File: config.mk
export PLATFORM = sky130hd
export DESIGN_NAME = regfile_wb_arbiter
export DESIGN_NICKNAME = d
export VERILOG_FILES = /design/src/rtl/regfile_wb_arbiter.sv
export SDC_FILE = /design/constraint.sdc
export NUM_CORES = 1
export LEC_CHECK = 0
export CAP_MARGIN = 40
export CORE_AREA = 2 2 122 124
export DETAILED_ROUTE_END_ITERATION = 12
export DIE_AREA = 0 0 124 126
export GPL_ROUTABILITY_DRIVEN = 0
export HOLD_SLACK_MARGIN = 0.15
export MAX_ROUTING_LAYER = met4
export PLACE_DENSITY = 0.81
export SLEW_MARGIN = 20
export SYNTH_ARGS = -nofsm -noshare
export SYNTH_HDL_FRONTEND = slang
export SYNTH_SLANG_ARGS = --single-unit
File: constraint.sdc
create_clock -name clk -period 5.12 [get_ports clk]
set_clock_uncertainty 0.15 [all_clocks]
set_input_delay 1.28 -clock clk [delete_from_list [all_inputs] [get_ports clk]]
set_output_delay 1.28 -clock clk [all_outputs]
set_load 0.05 [all_outputs]
File: src/rtl/regfile_wb_arbiter.sv
// Write-side arbiter for the 32x32 register file: merges pipeline writeback with a
// buffered multi-cycle result stream and tracks registers owned by in-flight multi-cycle ops.
module regfile_wb_arbiter #(
   parameter int DEPTH        = 2,
   parameter int STARVE_LIMIT = 4
) (
   input  logic        clk,
   input  logic        reset,
   input  logic        wb_we,
   input  logic [4:0]  wb_addr,
   input  logic [31:0] wb_data,
   input  logic        mc_valid,
   output logic        mc_ready,
   input  logic [4:0]  mc_addr,
   input  logic [31:0] mc_data,
   input  logic        mc_issue,
   input  logic [4:0]  mc_issue_addr,
   input  logic [4:0]  chk_addr1,
   input  logic [4:0]  chk_addr2,
   output logic        stall_req,
   output logic        rf_we,
   output logic [4:0]  rf_addr,
   output logic [31:0] rf_data,
   output logic [31:0] pend_mask,
   output logic        hazard_err
);

   localparam int PW = $clog2(DEPTH);
   localparam int CW = PW + 1;
   localparam int SW = $clog2(STARVE_LIMIT + 1);

   typedef struct packed {
      logic [4:0]  addr;
      logic [31:0] data;
   } wr_t;

   wr_t           fifo_mem [DEPTH];
   logic [PW-1:0] rd_ptr, wr_ptr;
   logic [CW-1:0] count;
   logic [SW-1:0] starve_cnt;

   logic        empty, full, mc_xfer, starve, wb_win;
   logic        push, pop, win_we, mc_commit;
   logic [4:0]  win_addr;
   logic [31:0] win_data;
   logic [31:0] set_mask, clr_mask;
   logic        issue_dup, waw;
   wr_t         head;

   assign empty    = (count == '0);
   assign full     = (count == CW'(DEPTH));
   assign mc_ready = !full && !reset;
   assign mc_xfer  = mc_valid && mc_ready;
   assign head     = fifo_mem[rd_ptr];
   // A starved head takes the slot: wb is ignored while the pipeline is stalled.
   assign starve   = !empty && (starve_cnt == SW'(STARVE_LIMIT));
   assign wb_win   = wb_we && (wb_addr != 5'd0) && !starve;

   // NOTE: every output of this block gets a default first so no path leaves a latch.
   always_comb begin
      push      = 1'b0;
      pop       = 1'b0;
      win_we    = 1'b0;
      win_addr  = 5'd0;
      win_data  = 32'd0;
      mc_commit = 1'b0;
      if (wb_win) begin
         win_we   = 1'b1;
         win_addr = wb_addr;
         win_data = wb_data;
         push     = mc_xfer;
      end else if (!empty) begin
         pop       = 1'b1;
         push      = mc_xfer;
         win_we    = (head.addr != 5'd0);
         win_addr  = head.addr;
         win_data  = head.data;
         mc_commit = win_we;
      end else if (mc_xfer) begin
         win_we    = (mc_addr != 5'd0);
         win_addr  = mc_addr;
         win_data  = mc_data;
         mc_commit = win_we;
      end
   end

   assign set_mask  = (mc_issue && mc_issue_addr != 5'd0) ? (32'd1 << mc_issue_addr) : 32'd0;
   assign clr_mask  = mc_commit ? (32'd1 << win_addr) : 32'd0;
   assign issue_dup = mc_issue && (mc_issue_addr != 5'd0) && pend_mask[mc_issue_addr];
   assign waw       = wb_win && pend_mask[wb_addr];

   // No bypass of the write in flight, so the pending bit keeps stalling through its commit cycle.
   assign stall_req = ((chk_addr1 != 5'd0) && pend_mask[chk_addr1]) ||
                      ((chk_addr2 != 5'd0) && pend_mask[chk_addr2]) || starve;

   // NOTE: storage is qualified by count/pointers, so the array itself needs no reset.
   always_ff @(posedge clk) begin
      if (push) fifo_mem[wr_ptr] <= '{addr: mc_addr, data: mc_data};
   end

   // NOTE: sequential state uses non-blocking assignments so every flop samples pre-edge values.
   always_ff @(posedge clk) begin
      if (reset) begin
         rd_ptr     <= '0;
         wr_ptr     <= '0;
         count      <= '0;
         starve_cnt <= '0;
         rf_we      <= 1'b0;
         rf_addr    <= 5'd0;
         rf_data    <= 32'd0;
         pend_mask  <= 32'd0;
         hazard_err <= 1'b0;
      end else begin
         if (push) wr_ptr <= wr_ptr + 1'b1;
         if (pop)  rd_ptr <= rd_ptr + 1'b1;
         case ({push, pop})
            2'b10:   count <= count + 1'b1;
            2'b01:   count <= count - 1'b1;
            default: count <= count;
         endcase
         starve_cnt <= (!empty && wb_win) ? starve_cnt + 1'b1 : '0;
         rf_we      <= win_we;
         rf_addr    <= win_addr;
         rf_data    <= win_data;
         pend_mask  <= (pend_mask & ~clr_mask) | set_mask;
         if (issue_dup || waw) hazard_err <= 1'b1;
      end
   end

endmodule

==> impl_results.md, run 1 <==
- First-pass GRT wire length: 31000 um
- Drt pass-1 iters: 5
- Period utilization: 97.6%
- RSZ-0062 raised after global routing: false
- Synth Area in Compound Gates: 14.4%
- Post-CTS setup buffer count: 0
- Post-synth ARST share: 0%
- Post-DP HPWL: 13600 um
- Adder-Cell Fraction of Synth Area: 0.531%
- Grt total ovfl: 0
- Worst flop-to-flop path endpoint: pend_mask[24]
- Chip height: 126 um
- Mapped cell area: 7060 um^2
- Post-synth top flop: dfxtp_1
- Hold crit path type: reg -> reg
- Remaining DRCs: 0
- Clock-pin slew on the worst setup and hold paths: 0.06 ns
- Die ar.: 15600 um^2
- Slew margin rel.: 48.5%
- Total Wirelength: 19700 um
- Initial antenna violation count: 0
- DP Cell Count: 894
- Clock Path Buffers: 2
- Part of the Yosys area used for sequential elements: 53.8%
- Vias: 5817
- Most frequent cells in the layout: clkdlybuf4s50_1 (164), nor2_1 (90), dfxtp_1 (78)
- Period minus WS final: 5.00 ns
- Synth unique cells: 57
- Status: complete, no violations
- FMAX: 200 MHz
- Synth warn: 0
- Antenna cells: 0
- Final Slew Violations: 0
- Rows: 44
- Post-CTS sizing: 0
- Final core utilization: 65.9%
- Port bufs: 166
- Setup TNS: 0 ns
- CTS Hold Bufs: 0
- Final ANT Viol Nets: 0
- Synth Register Bits: 153
- Cells after synthesis: 574
- VDD IR max: 275 uV
- Die X: 124 um
- CTS tree: yes
- Critical path type: in -> out
- Worst setup EP type: output pin
- CP Launch Type: input port
- Largest family of logic cells by synthesized area: multiplexers
- Share of post-route cells with drive strength above 1: 12.8%
- I/O pins: 167
- Worst Path Arrival: 3.57 ns
- Hold Crit Endpoint: starve_cnt[0]
- Syn_nets: 671
- Area growth from synthesis to layout: 33.5%
- Syn avg cell area: 12.3 um^2
- Nets: 828
- FF-to-FF path depth: 7
- Vias in the first global route: 5890
- Pwr dens: 358 nW/um^2
- Root Driver: clkbuf_16
- CTS Buf Count: 17
- Worst R2R Setup Slack: 2.34 ns
- Fill count: 1067
- Clock Latency Late Sink: 0.42 ns
- CP required: 3.69 ns
- Post-Synth XOR/XNOR Area: 0.620%
- Total core area: 14300 um^2
- Max Cap Viol: 0
- Mux cell area share after synthesis: 18.6%
- Hold Path Origin: starve_cnt[0]
- Slew @ Worst Pin: 0.770 ns
- Post-DR wirelength/cell: 21.3 um
- First DRT Iteration DRCs: 554
- Leak: 0.00316 uW
- GR Util All Layers: 26.9%
- Final non-filler cell total: 928
- Htree depth: 4
- Setup-failing EPs final: 0
- Largest net degree at the start of global routing: 40
- Final Hold Viols: 0
- Vias per Instance: 6.27
- Starting Density: 49.4%
- Post-Synth Simple-Gate Area: 9.39%
- Critical path peak fanout: 9
- Clock sink count: 153
- Commonest non-fill, non-tap cell in the layout: clkdlybuf4s50_1
- Post-synth EDFFs: 74
- Hold path depth: 1
[stage by stage]
stage	hold slack, ns	total power [uW]	setup WS [ns]	instance area [um^2]
after floorplan	0.277	1960	0.454	7060
after detailed placement	0.312	2240	0.103	8870
after global routing	0.346	3510	0.00848	9430
after CTS	0.320	3390	0.105	9410
final	0.330	3380	0.124	9430
after global placement	0.291	2210	0.178	8870
[sequential cells by signal, summed over array words and instances (netlist names), named ones only]
register and cells:
count 2, fifo_mem 74, hazard_err 1, pend_mask 32
rd_ptr 1, rf_addr 5, rf_data 32, rf_we 1
starve_cnt 3, wr_ptr 1
[worst max path at each step]
stage,startpoint,endpoint,slack (ns),cells after the start
after floorplan,chk_addr2[0],stall_req,0.45,5
after global placement,chk_addr1[0],stall_req,0.18,6
after detailed placement,chk_addr1[0],stall_req,0.10,6
after CTS,chk_addr1[0],stall_req,0.10,6
after global routing,chk_addr1[0],stall_req,0.008,6
final,chk_addr1[0],stall_req,0.12,6
[worst max-delay path, stage by stage]
cell	delay [ns]
clkdlybuf4s50_1	0.78
mux4_2	0.58
mux4_2	0.47
mux2i_1	0.15
nand3_1	0.09
buf_4	0.21
[cell type report]
class	count	area, um^2	share of cell area [%]
sequential	153	3800	40.3
multi-input combinational	376	3090	32.8
timing repair buffer	177	1740	18.5
clock buffer	24	472	5.00
tap	184	230	2.44
clock inverter	8	71.3	0.756
inverter	6	22.5	0.239
[cell families (layout without fill, tap and decap cells)]
logic type,count (synthesis),after routing
flip-flops,153,153
AND/OR/NAND/NOR,149,149
AO/OA/AOI/OAI,133,133
multiplexers,86,86
buffers and inverters,45,215
XOR/XNOR,5,5
adder cells (fa/ha/maj),3,3
[power breakdown]
part,internal (uW),switching (uW)
clock network,689,467
logic,315,501
registers,1370,41.7
[cell usage after synthesis, types with 3 or more instances]
cell type | count | area [um^2]
nor4_1 | 5 | 31.3
o211ai_1 | 6 | 45.0
a22o_1 | 4 | 35.0
inv_1 | 6 | 22.5
a221oi_1 | 31 | 272
clkbuf_1 | 30 | 113
a32o_1 | 3 | 30.0
edfxtp_1 | 74 | 2220
nor2_1 | 92 | 345
buf_1 | 3 | 11.3
a21oi_1 | 20 | 100
nand3_1 | 5 | 25.0
ha_1 | 3 | 37.5
mux2_2 | 3 | 33.8
nor2b_1 | 8 | 50.1
mux4_2 | 35 | 788
a41oi_1 | 4 | 35.0
o21ai_0 | 28 | 140
mux2i_1 | 46 | 460
o21ai_1 | 6 | 30.0
dfxtp_1 | 79 | 1580
nand2_1 | 20 | 75.1
xnor2_1 | 4 | 35.0
buf_2 | 4 | 20.0
o311ai_1 | 12 | 105
[per-layer routing]
layer | track usage [%] | part of all wire (%) | vias to the layer above
li1 | - | - | 2562
met1 | 33.0 | 38 | 2826
met2 | 41.4 | 48 | 350
met3 | 6.66 | 9.4 | 79
met4 | 13.2 | 3.8 | 0
met5 | - | 0 | -
(Power assumes the default switching activity.)
==> run 2: changes to the inputs <==
- CAP_MARGIN: 40 -> 20
- CORE_AREA: 2 2 122 124 -> 5 5 120 122
- DIE_AREA: 0 0 124 126 -> 0 0 125 127
- DONT_BUFFER_PORTS: unset -> 1
- PLACE_DENSITY: 0.81 -> 0.71
==> run 2 against run 1 <==
Non-clock buffer count shrank 171. Critical path depth shrank 2. Register-to-register slack lost 0.20 ns. Maximum frequency grew 18%. Count of clock-buffer cells in the layout shrank 6. Combinational power shrank 42%. Global-route usage shrank 3.1 points. Total power shrank 5.6%. Sequential cell count is the same. Sequential share of layout area grew 8.7 points. Cell count shrank 19%. Largest power group unchanged. Highest routed layer unchanged.
==> impl_results.md, run 2 (same netlist as run 1, synthesis figures left out) <==
- Met2 Wirelength: 8480 um
- Final non-filler cell total: 749
- Max Cap Viol: 0
- Post-DP HPWL: 12400 um
- Sw Pwr: 966 uW
- First DRT Iteration DRCs: 594
- Pwr dens: 411 nW/um^2
- Worst Path Arrival: 2.82 ns
- Clock Latency Late Sink: 0.42 ns
- Post-CTS setup buffer count: 0
- RSZ-0062 raised after global routing: false
- Critical path type: in -> out
- Max reg flops: 74
- Setup TNS: 0 ns
- CP Launch Type: input port
- Period minus WS final: 4.25 ns
- Die X: 125 um
- Clock Path Buffers: 2
- Post-DR wirelength/cell: 24.4 um
- Status: complete, no violations
- Drt pass-1 iters: 5
- Chip height: 127 um
- Most frequent cells in the layout: nor2_1 (90), dfxtp_1 (78), edfxtp_1 (74)
- VDD IR max: 288 uV
- GR Util All Layers: 23.8%
- CP delay by family, top: multiplexers
- CP max stage cell: mux4_2
- CP Cell Sequence: mux4_2, mux4_2, mux2i_1, nand3_1
- Multi-input gate area: 3090 um^2
- WL met3: 2440 um
- Total core area: 13100 um^2
- Final Slew Violations: 0
- Final Hold Viols: 0
- Hold Worst Slack: 0.326 ns
- Area after DPL: 7180 um^2
- Internal: 2220 uW
- Final Cell Area: 7760 um^2
- First-pass GRT wire length: 28600 um
- Slew @ Worst Pin: 1.07 ns
- Commonest non-fill, non-tap cell in the layout: nor2_1
- Hold crit path type: reg -> reg
- Sw frac: 30.3%
- Nets: 657
- Starting Density: 54.0%
- Antenna cells: 0
- Port bufs: 0
- Leak: 0.00251 uW
- Post-CTS sizing: 0
- Root Driver: clkbuf_16
- WP buf/inv: 0
- Critical path peak fanout: 9
- Most flop-heavy register: fifo_mem
- DP Cell Count: 716
- Reg area: 3800 um^2
- Initial antenna violation count: 0
- Top flop regs: fifo_mem (74), pend_mask (32), rf_data (32)
- CTS Buf Count: 17
- Vias in the first global route: 5076
- Die ar.: 15900 um^2
- Fill count: 1013
- Vias per Instance: 6.72
- CP required: 3.69 ns
- Area growth from synthesis to layout: 9.83%
- Register share of total power: 48.9%
- Grt total ovfl: 0
- CTS Hold Bufs: 0
- CTS tree: yes
- FMAX: 236 MHz
- CP max stage delay: 0.47 ns
- Final ANT Viol Nets: 0
- CP dominant cell by count: mux4_2
- Met1 Routed Length: 6830 um
- Comb power frac: 14.8%
- Slew margin rel.: 28.8%
- Worst R2R Setup Slack: 2.14 ns
- Remaining DRCs: 0
- Largest net degree at the start of global routing: 66
- Setup-failing EPs final: 0
- Rows: 42
- Final core utilization: 59.3%
- Worst setup EP type: output pin
- Htree depth: 4
- Clock sink count: 153
- I/O pins: 167
- Vias: 5035
- Share of post-route cells with drive strength above 1: 16.1%
- Max Used Layer: met4
- Period utilization: 82.9%
- Clock-pin slew on the worst setup and hold paths: 0.06 ns
- Clk pwr share: 36.4%
- Total Wirelength: 18300 um
==> run 2: cell types whose count changed in the layout (fill, tap and decap cells not counted), sizes merged <==
| cell | change |
|---|---|
| inv | +2 |
| clkinv | +1 |
| clkbuf | -6 |
| clkdlybuf4s50 | -164 |
| clkinvlp | +3 |
| buf | -7 |
==> run 2: stage by stage <==
stage	setup WS [ns]	total power, uW
after floorplan	0.454	1960
after global placement	0.883	2040
after detailed placement	0.863	2050
after CTS	0.862	3210
after global routing	0.831	3330
final	0.875	3190
==> run 2: final timing paths <==
| kind | start | cells after the start | end |
|---|---|---|---|
| setup / recovery | chk_addr1[0] | 4 | stall_req |
| setup reg to reg | starve_cnt[0] | 7 | fifo_mem[0][23] |
| hold reg to reg | starve_cnt[0] | 1 | starve_cnt[0] |
| hold / removal | starve_cnt[0] | 1 | starve_cnt[0] |
==> run 2: final cells by class <==
cell class                      count  area share, %
Sequential cell                   153           49.0
Multi-Input combinational cell    376           39.8
Clock buffer                       18           5.53
Tap cell                          176           2.84
Clock inverter                     14           1.63
Timing Repair Buffer                6          0.839
Inverter                            6          0.290
==> run 2: power by group through the flow <==
stage	registers [uW]	logic, uW	clock network [uW]
2_1_floorplan	1550	409	0
3_3_place_gp	1580	454	0
3_5_place_dp	1590	467	0
4_1_cts	1560	469	1180
5_1_grt	1570	521	1250
6_report	1560	471	1160
==> run 2: layer usage <==
| metal | GRT usage [%] | up-vias |
|---|---|---|
| met5 | - | - |
| met3 | 10.3 | 49 |
| met2 | 35.0 | 342 |
| met4 | 9.82 | 0 |
| li1 | - | 2218 |
| met1 | 29.1 | 2426 |
==> run 2: worst register-to-register path, delay by kind of cell, from the launching register on <==
kind / cells / cell delay [ns]
and+or+nand+nor: 2 / 1.08
AOI/OAI and AO/OA: 3 / 0.71
buffers and inverters: 1 / 0.06
DFF: 1 / 0.36
adders and majority gates: 1 / 0.23
